### src/rtl/ula_controle_multiciclo.sv
// Multicycle MIPS control unit: walks each instruction through fetch, decode,
// execute, memory and writeback, and drives the ALU op code plus every
// datapath enable from the current state (Moore-style).
//
// Ports:
//   clk, reset        rising-edge clock, synchronous active-high reset
//   opcode, funct     IR[31:26] / IR[5:0], stable from DECODE until FETCH
//   zero              ALU zero flag, used in BRANCH
//   pc_en .. pc_source  datapath enables and mux selects
//   ula_control       4-bit ALU op (add/sub/and/or/slt)
//   illegal           one-cycle pulse on an unsupported opcode or funct
//   state             current state encoding (debug)
//   instr_count       retired-instruction counter, wraps silently
module ula_controle_multiciclo #(
    parameter int unsigned MEM_WAIT = 0,
    parameter int unsigned CNT_W    = 32
) (
    input  logic             clk,
    input  logic             reset,
    input  logic [5:0]       opcode,
    input  logic [5:0]       funct,
    input  logic             zero,
    output logic             pc_en,
    output logic             i_or_d,
    output logic             mem_read,
    output logic             mem_write,
    output logic             ir_write,
    output logic             reg_dst,
    output logic             mem_to_reg,
    output logic             reg_write,
    output logic             ula_src_a,
    output logic [1:0]       ula_src_b,
    output logic [3:0]       ula_control,
    output logic [1:0]       pc_source,
    output logic             illegal,
    output logic [3:0]       state,
    output logic [CNT_W-1:0] instr_count
);

    localparam int unsigned WAIT_W = 4;
    localparam logic [WAIT_W-1:0] WAIT_MAX = WAIT_W'(MEM_WAIT);

    localparam logic [5:0] OP_RTYPE = 6'b000000;
    localparam logic [5:0] OP_LW    = 6'b100011;
    localparam logic [5:0] OP_SW    = 6'b101011;
    localparam logic [5:0] OP_BEQ   = 6'b000100;
    localparam logic [5:0] OP_BNE   = 6'b000101;
    localparam logic [5:0] OP_J     = 6'b000010;
    localparam logic [5:0] OP_ADDI  = 6'b001000;

    localparam logic [5:0] FN_ADD = 6'b100000;
    localparam logic [5:0] FN_SUB = 6'b100010;
    localparam logic [5:0] FN_AND = 6'b100100;
    localparam logic [5:0] FN_OR  = 6'b100101;
    localparam logic [5:0] FN_SLT = 6'b101010;

    localparam logic [3:0] ALU_ADD = 4'b0000;
    localparam logic [3:0] ALU_SUB = 4'b0001;
    localparam logic [3:0] ALU_AND = 4'b0010;
    localparam logic [3:0] ALU_OR  = 4'b0011;
    localparam logic [3:0] ALU_SLT = 4'b0100;

    typedef enum logic [3:0] {
        S_FETCH     = 4'd0,
        S_DECODE    = 4'd1,
        S_EXEC_R    = 4'd2,
        S_R_WB      = 4'd3,
        S_MEM_ADDR  = 4'd4,
        S_MEM_READ  = 4'd5,
        S_MEM_WB    = 4'd6,
        S_MEM_WRITE = 4'd7,
        S_BRANCH    = 4'd8,
        S_JUMP      = 4'd9,
        S_EXEC_ADDI = 4'd10,
        S_I_WB      = 4'd11
    } state_t;

    state_t            r_state;
    state_t            w_next;
    logic [WAIT_W-1:0] r_wait;
    logic [CNT_W-1:0]  r_count;
    logic              w_wait_done;
    logic              w_retire;

    assign w_wait_done = (r_wait == WAIT_MAX);
    assign state       = r_state;
    assign instr_count = r_count;

    // State, wait counter and retire counter. The wait counter only advances
    // while a memory state holds itself; any state change clears it.
    always_ff @(posedge clk) begin
        if (reset) begin
            r_state <= S_FETCH;
            r_wait  <= '0;
            r_count <= '0;
        end else begin
            r_state <= w_next;
            r_wait  <= (w_next == r_state) ? r_wait + WAIT_W'(1) : '0;
            if (w_retire) begin
                r_count <= r_count + CNT_W'(1);
            end
        end
    end

    // Next-state and Moore outputs.
    always_comb begin
        w_next      = S_FETCH;
        w_retire    = 1'b0;
        pc_en       = 1'b0;
        i_or_d      = 1'b0;
        mem_read    = 1'b0;
        mem_write   = 1'b0;
        ir_write    = 1'b0;
        reg_dst     = 1'b0;
        mem_to_reg  = 1'b0;
        reg_write   = 1'b0;
        ula_src_a   = 1'b0;
        ula_src_b   = 2'b00;
        ula_control = ALU_ADD;
        pc_source   = 2'b00;
        illegal     = 1'b0;

        case (r_state)
            S_FETCH: begin
                mem_read  = 1'b1;
                ula_src_b = 2'b01;
                // IR and PC load only once memory data is valid.
                if (w_wait_done) begin
                    ir_write = 1'b1;
                    pc_en    = 1'b1;
                    w_next   = S_DECODE;
                end else begin
                    w_next   = S_FETCH;
                end
            end
            S_DECODE: begin
                ula_src_b = 2'b11;
                case (opcode)
                    OP_RTYPE:      w_next = S_EXEC_R;
                    OP_LW, OP_SW:  w_next = S_MEM_ADDR;
                    OP_BEQ, OP_BNE: w_next = S_BRANCH;
                    OP_J:          w_next = S_JUMP;
                    OP_ADDI:       w_next = S_EXEC_ADDI;
                    default: begin
                        illegal = 1'b1;
                        w_next  = S_FETCH;
                    end
                endcase
            end
            S_EXEC_R: begin
                ula_src_a = 1'b1;
                w_next    = S_R_WB;
                case (funct)
                    FN_ADD: ula_control = ALU_ADD;
                    FN_SUB: ula_control = ALU_SUB;
                    FN_AND: ula_control = ALU_AND;
                    FN_OR:  ula_control = ALU_OR;
                    FN_SLT: ula_control = ALU_SLT;
                    default: begin
                        illegal = 1'b1;
                        w_next  = S_FETCH;
                    end
                endcase
            end
            S_R_WB: begin
                reg_dst   = 1'b1;
                reg_write = 1'b1;
                w_retire  = 1'b1;
            end
            S_MEM_ADDR: begin
                ula_src_a = 1'b1;
                ula_src_b = 2'b10;
                w_next    = (opcode == OP_LW) ? S_MEM_READ : S_MEM_WRITE;
            end
            S_MEM_READ: begin
                i_or_d   = 1'b1;
                mem_read = 1'b1;
                w_next   = w_wait_done ? S_MEM_WB : S_MEM_READ;
            end
            S_MEM_WB: begin
                mem_to_reg = 1'b1;
                reg_write  = 1'b1;
                w_retire   = 1'b1;
            end
            S_MEM_WRITE: begin
                i_or_d    = 1'b1;
                mem_write = 1'b1;
                w_next    = w_wait_done ? S_FETCH : S_MEM_WRITE;
                w_retire  = w_wait_done;
            end
            S_BRANCH: begin
                ula_src_a   = 1'b1;
                ula_control = ALU_SUB;
                pc_source   = 2'b01;
                pc_en       = (opcode == OP_BNE) ? ~zero : zero;
                w_retire    = 1'b1;
            end
            S_JUMP: begin
                pc_source = 2'b10;
                pc_en     = 1'b1;
                w_retire  = 1'b1;
            end
            S_EXEC_ADDI: begin
                ula_src_a = 1'b1;
                ula_src_b = 2'b10;
                w_next    = S_I_WB;
            end
            S_I_WB: begin
                reg_write = 1'b1;
                w_retire  = 1'b1;
            end
            default: w_next = S_FETCH;
        endcase
    end

endmodule

### config.mk
export PLATFORM = sky130hd
export DESIGN_NAME = ula_controle_multiciclo
export DESIGN_NICKNAME = d
export VERILOG_FILES = /design/src/rtl/ula_controle_multiciclo.sv
export SDC_FILE = /design/constraint.sdc
export NUM_CORES = 1
export LEC_CHECK = 0
export ABC_CLOCK_PERIOD_IN_PS = 2500
export CAP_MARGIN = 20
export CORE_MARGIN = 4
export CORE_UTILIZATION = 64
export DETAILED_ROUTE_END_ITERATION = 7
export DONT_BUFFER_PORTS = 1
export HOLD_SLACK_MARGIN = 0.12
export PLACE_DENSITY = 0.8
export RECOVER_POWER = 50
export SLEW_MARGIN = 10
export SYNTH_ARGS = -nofsm -noshare
export SYNTH_HDL_FRONTEND = slang
export SYNTH_SLANG_ARGS = --single-unit
export TNS_END_PERCENT = 5
### constraint.sdc
create_clock -name clk -period 2.5 [get_ports clk]
set_clock_uncertainty 0.15 [all_clocks]
set_input_delay 0.375 -clock clk [delete_from_list [all_inputs] [get_ports clk]]
set_output_delay 0.375 -clock clk [all_outputs]
set_load 0.005 [all_outputs]
# After elaboration in Yosys (flattened, before gate mapping)
# Index checks and enable logic that the tools add are counted.
# op_classes
n_bitwise	2
shifts	0
reduce_logical	14
n_mul	0
muxes	26
n_eq_ne	23
n_addsub	2
div_mod_pow	0
magnitude_cmp	0
# op_table
cell	n
== test 6 bit (second input constant)	7
adder 32 x 1 -> 32 bit (second input constant)	1
one-hot mux 4 bit (7 select lines)	1
one-hot mux 4 bit (5 select lines)	1
== test 4 x 3 -> 1 bit (second input constant)	4
== test 4 bit (second input constant)	4
two-way mux 1 bit	13
== test 6 x 3 -> 1 bit (second input constant)	2
one-hot mux 3 bit (4 select lines)	1
OR reduction 2 bit	6
OR reduction 5 bit	2
== test 4 x 2 -> 1 bit (second input constant)	2
zero test 4 bit	2
OR reduction 7 bit	1
== test 6 x 2 -> 1 bit (second input constant)	1
== test 6 x 4 -> 1 bit (second input constant)	1
zero test 6 bit	1
two-way mux 2 bit	3
one-hot mux 2 bit (3 select lines)	1
one-hot mux 3 bit (2 select lines)	1
adder 4 x 1 -> 4 bit (second input constant)	1
== test 4 x 1 -> 1 bit (second input constant)	1
== test 4 bit	1
one-hot mux 1 bit (2 select lines)	2
other kinds (6)	7
# totals
reg_bits	40
latch_bits	0
ram_bits	0
inputBits	15
romBits	0
output_inout_bits	54
mem_count	0
wordCells	70

# Depth between registers and ports, before layout
# Gate-level depths: netlist (run 1).
# depth
depth_word	7
mapped_depth	9
ltp_nobuf	7

# Worst setup path after synthesis (run 1)
# Ideal clock, no wire load.
# synth_timing
kind	reg2reg
start	register r_wait[0]
end	register r_count[28] (netlist: instr_count[28])
stages_incl_launch_ff	9
t_arrival_ns	2.059
path_buffers	1
synth_period_minus_slack_ns	2.341
setup_slack_ns	0.159
setup_time_ns	0.132
t_required_ns	2.218
path_cell_list	dfxtp_1 -> inv_1 -> ha_1 -> or3b_4 -> o31a_1 -> buf_6 -> a2111oi_4 -> a31o_1 -> a21oi_1
# synth_via
elab_chain_cells	2
# synth_lines
element	line_no	rtl
start, declared	80	logic [WAIT_W-1:0] r_wait;
start signal, assigned	98	r_wait <= (w_next == r_state) ? r_wait + WAIT_W'(1) : '0;
zero test 4 bit	85	assign w_wait_done = (r_wait == WAIT_MAX);
one-hot mux 1 bit (2 select lines)	123	case (r_state)
end signal, assigned	100	r_count <= r_count + CNT_W'(1);
end, declared	81	logic [CNT_W-1:0] r_count;
# Every way passes these cells.
# A chain may end at the register's enable or synchronous reset.

# Final worst setup path (run 1)
# layout_timing
start	register r_wait[0]
end	register r_count[29] (netlist: instr_count[29])
# The elaborated chain is that of the path after synthesis.

==> results.json, run 1 <==
{
  "status": "complete, no violations",
  "avgSynthCellArea_sq_um": 8.50,
  "setup_ws_ns": 0.142,
  "drive_above_1_share_pct": 14.3,
  "p_per_area_mw_per_mm2": 409,
  "ys.flop_type": "dfxtp_1",
  "die_w_um": 72.2,
  "dpl_cell_area_sq_mm": 0.00274,
  "gp_congestion": 0.894,
  "drc_errors": 0,
  "via_per_inst": 6.38,
  "globalRouteOverflowTotal": 0,
  "final_antenna_net_count": 0,
  "finalInstanceArea_sq_mm": 0.00290,
  "fin_util_pct": 72.5,
  "netlist_instances": 310,
  "cp_data_required_time_ns": 2.53,
  "dr.pass1.iters": 4,
  "cts_root_buf": "clkbuf_8",
  "hold_viol_final": 0,
  "drt-initial-drc-count": 257,
  "synth-seq-area-share_pct": 30.4,
  "n_antenna_cell": 0,
  "dpl_worst_slack_ns": 0.0954,
  "setup_violations": 0,
  "timing.final.crit_period_ns": 2.36,
  "cp_top_family": "compound AO/OA/AOI/OAI gates",
  "crit_path_max_incr_delay_ns": 0.41,
  "routed_wl_um": 6290,
  "synth_area_sq_mm": 0.00264,
  "synth_edf_count": 0,
  "maxSlewHeadroom_pct": 62.0,
  "period_share_pct": 94.3,
  "hold_class": "primary input to flop",
  "track_usage_pct": 24.7,
  "rsz0062_at_grt": "false",
  "wire_per_inst_um": 17.2,
  "synth_area_leaders": "dfxtp_1 30%, xnor2_1 9.6%, a2111oi_4 7.3%",
  "worstPathArrival_ns": 2.39,
  "ioPinCount": 69,
  "clockBufferDepth": 2,
  "grt_pass1_vias": 2135,
  "synth_top_cell_by_area": "dfxtp_1",
  "worstMarginPinSlew_ns": 0.568,
  "dp_hpwl_um": 4470,
  "clk_pin_slew_worst_paths_ns": 0.08,
  "crit_path_cell_trace": "inv_1 -> ha_1 -> or3b_4 -> o31a_4 -> buf_12 -> a2111oi_4 -> xnor2_1 -> nor2_1",
  "rows": 23,
  "p_leak_nw": 0.889,
  "max_freq_ghz": 0.424,
  "drv_slew": 0,
  "numCtsBuffers": 5,
  "die_height_um": 72.2,
  "synth_top_area_share_pct": 30.4,
  "cp_slowest_cell": "or3b_4",
  "startpoint_type": "flop",
  "path_max_fanout": 16,
  "grt_first_pass_wirelength_um": 10400,
  "end_kind": "flop",
  "clock-sinks": 40,
  "cts_tree": "done",
  "cp_num_buf_inv": 2,
  "port_buffers": 0,
  "async_flop_share_pct": 0,
  "grt_max_degree": 37,
  "cap_violations": 0,
  "clk_latency_ns": 0.29,
  "yosysWarnings": 0,
  "ys_ff_latch": 40,
  "syn_nets": 328,
  "start_util_pct": 65.9,
  "antenna_found_initial": 0,
  "setup_tns_ns": 0,
  "crit_type": "flop to flop",
  "synth_cell_type_count": 56,
  "routed-via-count": 2329,
  "nets": 332,
  "core_sq_mm": 0.00400,
  "synthToLayoutAreaGrowth_pct": 10.1,
  "peakVddDrop_v": 0.000365,
  "die_area_sq_mm": 0.00521,
  "h-tree-depth": 2
}
cell type report:
type / instances / area (sq um)
Clock inverter: 1 / 7.51
Sequential cell: 40 / 801
Fill cell: 310 / 1100
Clock buffer: 7 / 86.3
Tap cell: 50 / 62.6
Timing Repair Buffer: 15 / 134
Inverter: 20 / 75.1
Multi-Input combinational cell: 232 / 1740
worst register-to-register path: cells and delay by family (launching register included):
kind	cells	cell delay, ns
adders and majority gates	1	0.16
and+or+nand+nor	2	0.48
DFF	1	0.34
AOI/OAI and AO/OA	2	0.71
buffers and inverters	2	0.25
xor gates and xnor gates	1	0.17
stage by stage:
stage	instances	hold WS, ns	power, mW
6_report	365	0.194	1.19
5_1_grt	365	0.186	1.24
4_1_cts	365	0.200	1.19
3_5_place_dp	356	0.301	0.734
3_3_place_gp	356	0.299	0.733
2_1_floorplan	310	0.307	0.724
cells in the final DEF, fill, tap and decap left out, types with 3 or more instances in the layout:
cell,synthesis,layout
nor2b_1,6,6
and3_1,3,3
clkbuf_8,0,6
nor2_1,41,41
a211oi_1,11,11
and4_1,6,6
nor4_1,4,4
a2111oi_2,6,3
o21ai_0,3,3
a21oi_1,17,16
inv_1,19,19
a21o_1,3,3
nor3_1,7,7
nand2_1,14,14
nand4_1,10,10
a2111oi_4,7,10
nand3_1,19,19
buf_4,1,12
ha_1,3,3
xnor2_1,29,29
dfxtp_1,40,40
a22oi_1,3,3
nor3b_1,4,4
repair_timing:
action	in CTS	in global routing
gates resized for setup	0	6
hold buffers	1	0
endpoints found under the hold margin	36	0
setup endpoints to repair	0	16
setup buffers	0	0
layer usage:
| layer | GRT usage, % | vias to the layer above | wire length, um |
|---|---|---|---|
| met5 | 0 | - | 0 |
| met2 | 37.6 | 83 | 3020 |
| met4 | 7.10 | 0 | 65 |
| met1 | 33.2 | 1107 | 2660 |
| li1 | - | 1133 | - |
| met3 | 8.73 | 6 | 549 |
power by group:
part / internal, mW / switching, mW / total [mW]
clock: 0.224 / 0.231 / 0.455
combinational: 0.0327 / 0.0577 / 0.0904
sequential: 0.639 / 0.00278 / 0.642
logic make-up (layout without fill, tap and decap cells):
| logic type | count (synthesis) | in the layout | synth area share, % |
|---|---|---|---|
| AO/OA/AOI/OAI | 69 | 69 | 25.5 |
| buffers and inverters | 38 | 43 | 6.36 |
| XOR/XNOR | 31 | 31 | 10.3 |
| flip-flops | 40 | 40 | 30.4 |
| multiplexers | 1 | 1 | 0.380 |
| AND/OR/NAND/NOR | 127 | 127 | 25.5 |
| other | 1 | 1 | 0.142 |
| adder cells (fa/ha/maj) | 3 | 3 | 1.42 |
synthesized netlist by cell type (3+ instances only):
cell type and number:
buf_2 5, a2111oi_4 7, a21o_1 3, and3_1 3, clkbuf_1 8, a21oi_1 17, nor2b_1 6, nor2_1 41
o21ai_0 3, a2111oi_2 6, a211oi_1 11, inv_1 19, nor4_1 4, and4_1 6, nor3b_1 4, a22oi_1 3
nor3_1 7, nand4_1 10, dfxtp_1 40, nand2_1 14, xnor2_1 29, ha_1 3, nand3_1 19
worst paths after layout:
| kind | start | slack (ns) | end | cells after the start |
|---|---|---|---|---|
| hold / removal | reset | 0.19 | instr_count[24] | 2 |
| setup / recovery | r_wait[0] | 0.14 | instr_count[29] | 8 |
| hold reg to reg | r_wait[0] | 0.34 | r_wait[0] | 1 |
| setup reg to reg | r_wait[0] | 0.14 | instr_count[29] | 8 |
sequential cells by signal (all words and copies together) (netlist names):
register and cells:
state 4, instr_count 32, r_wait 4
No activity file was read; power rests on OpenSTA's default activity.
==> inputs of run 2 (changes only) <==
--- a/config.mk
+++ b/config.mk
@@ -8,13 +8,12 @@
 export ABC_CLOCK_PERIOD_IN_PS = 2500
 export CAP_MARGIN = 20
 export CORE_MARGIN = 4
-export CORE_UTILIZATION = 64
+export CORE_UTILIZATION = 35
 export DETAILED_ROUTE_END_ITERATION = 7
 export DONT_BUFFER_PORTS = 1
 export HOLD_SLACK_MARGIN = 0.12
-export PLACE_DENSITY = 0.8
 export RECOVER_POWER = 50
-export SLEW_MARGIN = 10
+export SLEW_MARGIN = 20
 export SYNTH_ARGS = -nofsm -noshare
 export SYNTH_HDL_FRONTEND = slang
 export SYNTH_SLANG_ARGS = --single-unit
==> results.json, run 2 (synthesized netlist as in run 1, its figures left out) <==
{
  "routed-via-count": 2352,
  "globalRouteOverflowTotal": 0,
  "rows": 31,
  "clock-sinks": 40,
  "ioPinCount": 69,
  "die_area_sq_mm": 0.00898,
  "worstRegToRegCells": 8,
  "numCtsBuffers": 5,
  "dp_hpwl_um": 4740,
  "grt_max_degree": 37,
  "pwr-share-seq_pct": 50.6,
  "worstPathArrival_ns": 2.44,
  "maxSlewHeadroom_pct": 58.1,
  "crit_start": "r_wait[0]",
  "clk_latency_ns": 0.30,
  "rrSetupSlack_ns": 0.11,
  "hold_depth": 2,
  "wire_per_inst_um": 15.8,
  "peakVddDrop_v": 0.000190,
  "status": "complete, no violations",
  "hold_viol_final": 0,
  "largest_reg_flops": 32,
  "timing.final.crit_period_ns": 2.39,
  "p_per_area_mw_per_mm2": 425,
  "nets": 336,
  "drt-initial-drc-count": 216,
  "drv_slew": 0,
  "port_buffers": 0,
  "switchingPower_mw": 0.301,
  "cts_tree": "done",
  "routed_wl_um": 6590,
  "hold_class": "primary input to flop",
  "worstMarginPinSlew_ns": 0.628,
  "grt_pass1_vias": 2226,
  "rsz0062_at_grt": "true",
  "core_sq_mm": 0.00729,
  "final_antenna_net_count": 0,
  "track_usage_pct": 14.9,
  "postCtsSetupBuffers": 0,
  "crit_end": "instr_count[15]",
  "cts_root_buf": "clkbuf_8",
  "cap_violations": 0,
  "n_antenna_cell": 0,
  "drive_above_1_share_pct": 14.7,
  "setup_violations": 0,
  "final_cell_mix": "40 x nor2_1, 40 x dfxtp_1, 29 x xnor2_1",
  "hp-start": "reset",
  "clockBufferDepth": 2,
  "crit_type": "flop to flop",
  "timing.rr.start": "r_wait[0]",
  "period_share_pct": 95.6,
  "gp_congestion": 0.818,
  "holdWs_ns": 0.209,
  "grt_first_pass_wirelength_um": 10900,
  "setup_tns_ns": 0,
  "start_util_pct": 36.1,
  "clk_pin_slew_worst_paths_ns": 0.08,
  "end_kind": "flop",
  "worst_r2r_endpoint": "instr_count[15]",
  "h-tree-depth": 2,
  "synthToLayoutAreaGrowth_pct": 13.2,
  "via_per_inst": 5.63,
  "max_freq_ghz": 0.418,
  "antenna_found_initial": 0,
  "drc_errors": 0,
  "switching_share_pct": 23.7,
  "dr.pass1.iters": 4,
  "die_height_um": 94.8,
  "path_max_fanout": 23,
  "intPower_mw": 0.968,
  "die_w_um": 94.8,
  "startpoint_type": "flop",
  "cp_data_required_time_ns": 2.55,
  "pwr-share-comb_pct": 7.2,
  "p_leak_nw": 0.873,
  "clkPwrFrac_pct": 42.2,
  "nFillCells": 752
}
-- run 2: worst min path at each step --
stage	endpoint	slack (ns)
after floorplan	r_wait[0]	0.31
after global placement	instr_count[30]	0.30
after detailed placement	instr_count[28]	0.30
after CTS	state[3]	0.20
after global routing	instr_count[12]	0.21
final	instr_count[24]	0.21
-- run 2: what timing repair did --
action,4_1_cts,5_1_grt
hold endpoints to repair,36,0
setup endpoints to repair,0,13
hold buffers,1,0
gates resized for setup,0,5
-- run 2: power by group through the flow --
stage / Sequential (mW) / Clock [mW] / Combinational, mW
global placement: 0.657 / 0 / 0.0789
floorplan: 0.657 / 0 / 0.0669
detailed placement: 0.657 / 0 / 0.0790
finish: 0.642 / 0.535 / 0.0919
global route: 0.643 / 0.579 / 0.101
CTS: 0.642 / 0.552 / 0.0924
-- run 2: area by class of cell --
class / count / area [sq um] / share of cell area, %
well taps: 99 / 124 / 4.15
multi-input cells: 232 / 1710 / 57.2
clock inverters: 3 / 42.5 / 1.43
flip-flops and latches: 40 / 801 / 26.8
repair buffers: 19 / 165 / 5.53
clock buffers: 5 / 68.8 / 2.31
inverters: 20 / 75.1 / 2.52
-- run 2: per-layer routing --
metal / share of wire [%] / GRT usage, % / up-vias / wire (um)
met1: 45 / 20.0 / 1141 / 2980
met3: 6.0 / 4.38 / 8 / 393
met2: 47 / 23.6 / 66 / 3110
met5: 0 / 0 / - / 0
met4: 1.5 / 3.49 / 0 / 97
li1: - / - / 1137 / -
-- run 2: critical path, cell delays in order (launching register included) --
cell       delay [ns]
dfxtp_1          0.34
inv_1            0.06
ha_1             0.14
or3b_4           0.40
o31a_4           0.40
buf_12           0.18
a2111oi_2        0.40
xnor2_1          0.16
nor2_1           0.05
-- run 2: per-stage QoR --
step	cells	worst slack, ns	instance area [sq um]	util [%]	power [mW]
floorplan	310	0.159	2640	-	0.724
global placement	409	0.140	2840	38.9	0.736
detailed placement	409	0.0939	2840	38.9	0.736
CTS	418	0.0238	2970	40.7	1.29
global route	418	-0.0304	2980	40.9	1.32
finish	418	0.109	2980	40.9	1.27
==> inputs of run 3 (changes only) <==
--- a/config.mk
+++ b/config.mk
@@ -8,10 +8,11 @@
 export ABC_CLOCK_PERIOD_IN_PS = 2500
 export CAP_MARGIN = 20
 export CORE_MARGIN = 4
-export CORE_UTILIZATION = 35
+export CORE_UTILIZATION = 62
 export DETAILED_ROUTE_END_ITERATION = 7
 export DONT_BUFFER_PORTS = 1
 export HOLD_SLACK_MARGIN = 0.12
+export PLACE_DENSITY = 0.78
 export RECOVER_POWER = 50
 export SLEW_MARGIN = 20
 export SYNTH_ARGS = -nofsm -noshare
==> results.json, run 3 (synthesized netlist as in run 1, its figures left out) <==
{
  "status": "complete, no violations",
  "nFillCells": 312,
  "grt_use_met1_pct": 30.3,
  "drt-initial-drc-count": 209,
  "synthToLayoutAreaGrowth_pct": 12.9,
  "grt_first_pass_wirelength_um": 10100,
  "routed-via-count": 2336,
  "clockBufferDepth": 2,
  "die_height_um": 73.2,
  "worstRegToRegCells": 8,
  "use_met2_pct": 38.2,
  "hold_class": "primary input to flop",
  "h-tree-depth": 2,
  "grt_pass1_vias": 2232,
  "clk_latency_ns": 0.29,
  "ioPinCount": 69,
  "drc_errors": 0,
  "period_share_pct": 93.9,
  "die_w_um": 73.2,
  "rsz0062_at_grt": "false",
  "hold_viol_final": 0,
  "startpoint_type": "flop",
  "rrSetupSlack_ns": 0.15,
  "end_kind": "flop",
  "dpl_cell_area_sq_mm": 0.00275,
  "rows": 23,
  "grt_max_degree": 37,
  "numCtsBuffers": 5,
  "die_area_sq_mm": 0.00536,
  "min_to": "instr_count[27]",
  "setup_ws_ns": 0.152,
  "maxSlewHeadroom_pct": 63.6,
  "dpl_worst_slack_ns": 0.0281,
  "nets": 334,
  "setup_tns_ns": 0,
  "cp_slowest_cell": "or3b_4",
  "postCtsSetupBuffers": 0,
  "globalRouteOverflowTotal": 0,
  "track_usage_pct": 23.8,
  "crit_type": "flop to flop",
  "crit_path_cell_trace": "inv_1 -> ha_1 -> or3b_4 -> o31a_4 -> buf_6 -> a2111oi_4 -> xnor2_1 -> nor2_1",
  "largest_reg_flops": 32,
  "grt_busiest_layer": "met2",
  "via_per_inst": 6.37,
  "dp_hpwl_um": 4610,
  "clock-sinks": 40,
  "core_sq_mm": 0.00406,
  "layout_commonest_cell": "nor2_1",
  "n_antenna_cell": 0,
  "path_max_fanout": 7,
  "drv_slew": 0,
  "routed_wl_um": 6390,
  "cts_tree": "done",
  "cp_data_required_time_ns": 2.53,
  "hp-start": "reset",
  "worst_r2r_endpoint": "instr_count[15]",
  "timing.rr.start": "r_wait[0]",
  "peakVddDrop_v": 0.000415,
  "final_antenna_net_count": 0,
  "p_per_area_mw_per_mm2": 426,
  "max_freq_ghz": 0.426,
  "drive_above_1_share_pct": 14.2,
  "hold_depth": 2,
  "dr.pass1.iters": 4,
  "timing.final.crit_period_ns": 2.35,
  "wire_per_inst_um": 17.4,
  "worstPathArrival_ns": 2.38,
  "finalInstanceArea_sq_mm": 0.00298,
  "worstMarginPinSlew_ns": 0.544,
  "use_met3_pct": 7.58,
  "antenna_found_initial": 0,
  "final_cell_mix": "41 x nor2_1, 40 x dfxtp_1, 29 x xnor2_1",
  "port_buffers": 0,
  "setup_violations": 0,
  "clk_pin_slew_worst_paths_ns": 0.08,
  "start_util_pct": 64.9,
  "p_leak_nw": 0.905,
  "crit_path_max_incr_delay_ns": 0.41,
  "cap_violations": 0,
  "cts_root_buf": "clkbuf_8",
  "gp_congestion": 0.955
}
-- run 3: cell count changes in the layout (fill, tap and decap cells not counted), moves of 2 or more --
cell and delta:
clkbuf_1 -2, a2111oi_4 +5, a2111oi_2 -5, buf_6 +2
-- run 3: how the worst max path moves through the flow --
stage	start	to	slack (ns)	depth (start not counted)
4_1_cts	r_wait[0]	instr_count[15]	0.006	8
5_1_grt	state[2]	ula_control[1]	0.04	4
6_report	r_wait[0]	instr_count[15]	0.15	8
3_3_place_gp	r_wait[0]	instr_count[16]	0.12	8
2_1_floorplan	r_wait[0]	instr_count[28]	0.16	8
3_5_place_dp	r_wait[0]	instr_count[11]	0.03	8
-- run 3: cell type report --
| class | instances | area, sq um | share of cell area, % |
|---|---|---|---|
| Inverter | 20 | 75.1 | 2.52 |
| Sequential cell | 40 | 801 | 26.9 |
| Multi-Input combinational cell | 232 | 1770 | 59.5 |
| Clock inverter | 3 | 46.3 | 1.56 |
| Timing Repair Buffer | 17 | 153 | 5.13 |
| Clock buffer | 5 | 68.8 | 2.31 |
| Tap cell | 50 | 62.6 | 2.10 |
-- run 3: critical path: cells and delay by family (launching register included) --
family	cells	cell delay (ns)
adders and majority gates	1	0.15
and+or+nand+nor	2	0.48
AOI/OAI and AO/OA	2	0.70
DFF	1	0.35
buffers and inverters	2	0.23
xor gates and xnor gates	1	0.17
-- run 3: per-stage QoR --
step | util (%) | total power, mW | hold slack, ns | std cells
after floorplan | - | 0.724 | 0.307 | 310
after global placement | 67.8 | 0.731 | 0.299 | 358
after detailed placement | 67.8 | 0.732 | 0.300 | 358
after CTS | 71.1 | 1.28 | 0.196 | 367
after global routing | 73.3 | 1.31 | 0.202 | 367
final | 73.3 | 1.27 | 0.201 | 367
-- run 3: where the power goes --
group | total, mW | leakage, nW | internal [mW] | switching [mW]
sequential | 0.642 | 0.322 | 0.639 | 0.00300
combinational | 0.0892 | 0.528 | 0.0321 | 0.0571
clock | 0.537 | 0.0548 | 0.301 | 0.237
total | 1.27 | 0.905 | 0.972 | 0.297
-- run 3: timing repair --
action	in CTS	in global routing
hold buffers	1	0
hold endpoints to repair	36	0
endpoints found under the setup margin	0	18
gates resized for setup	0	11
-- run 3: per-layer routing --
layer / vias up / wire length [um]
li1: 1137 / -
met1: 1102 / 2720
met2: 88 / 3060
met3: 9 / 545
met4: 0 / 63
met5: - / 0
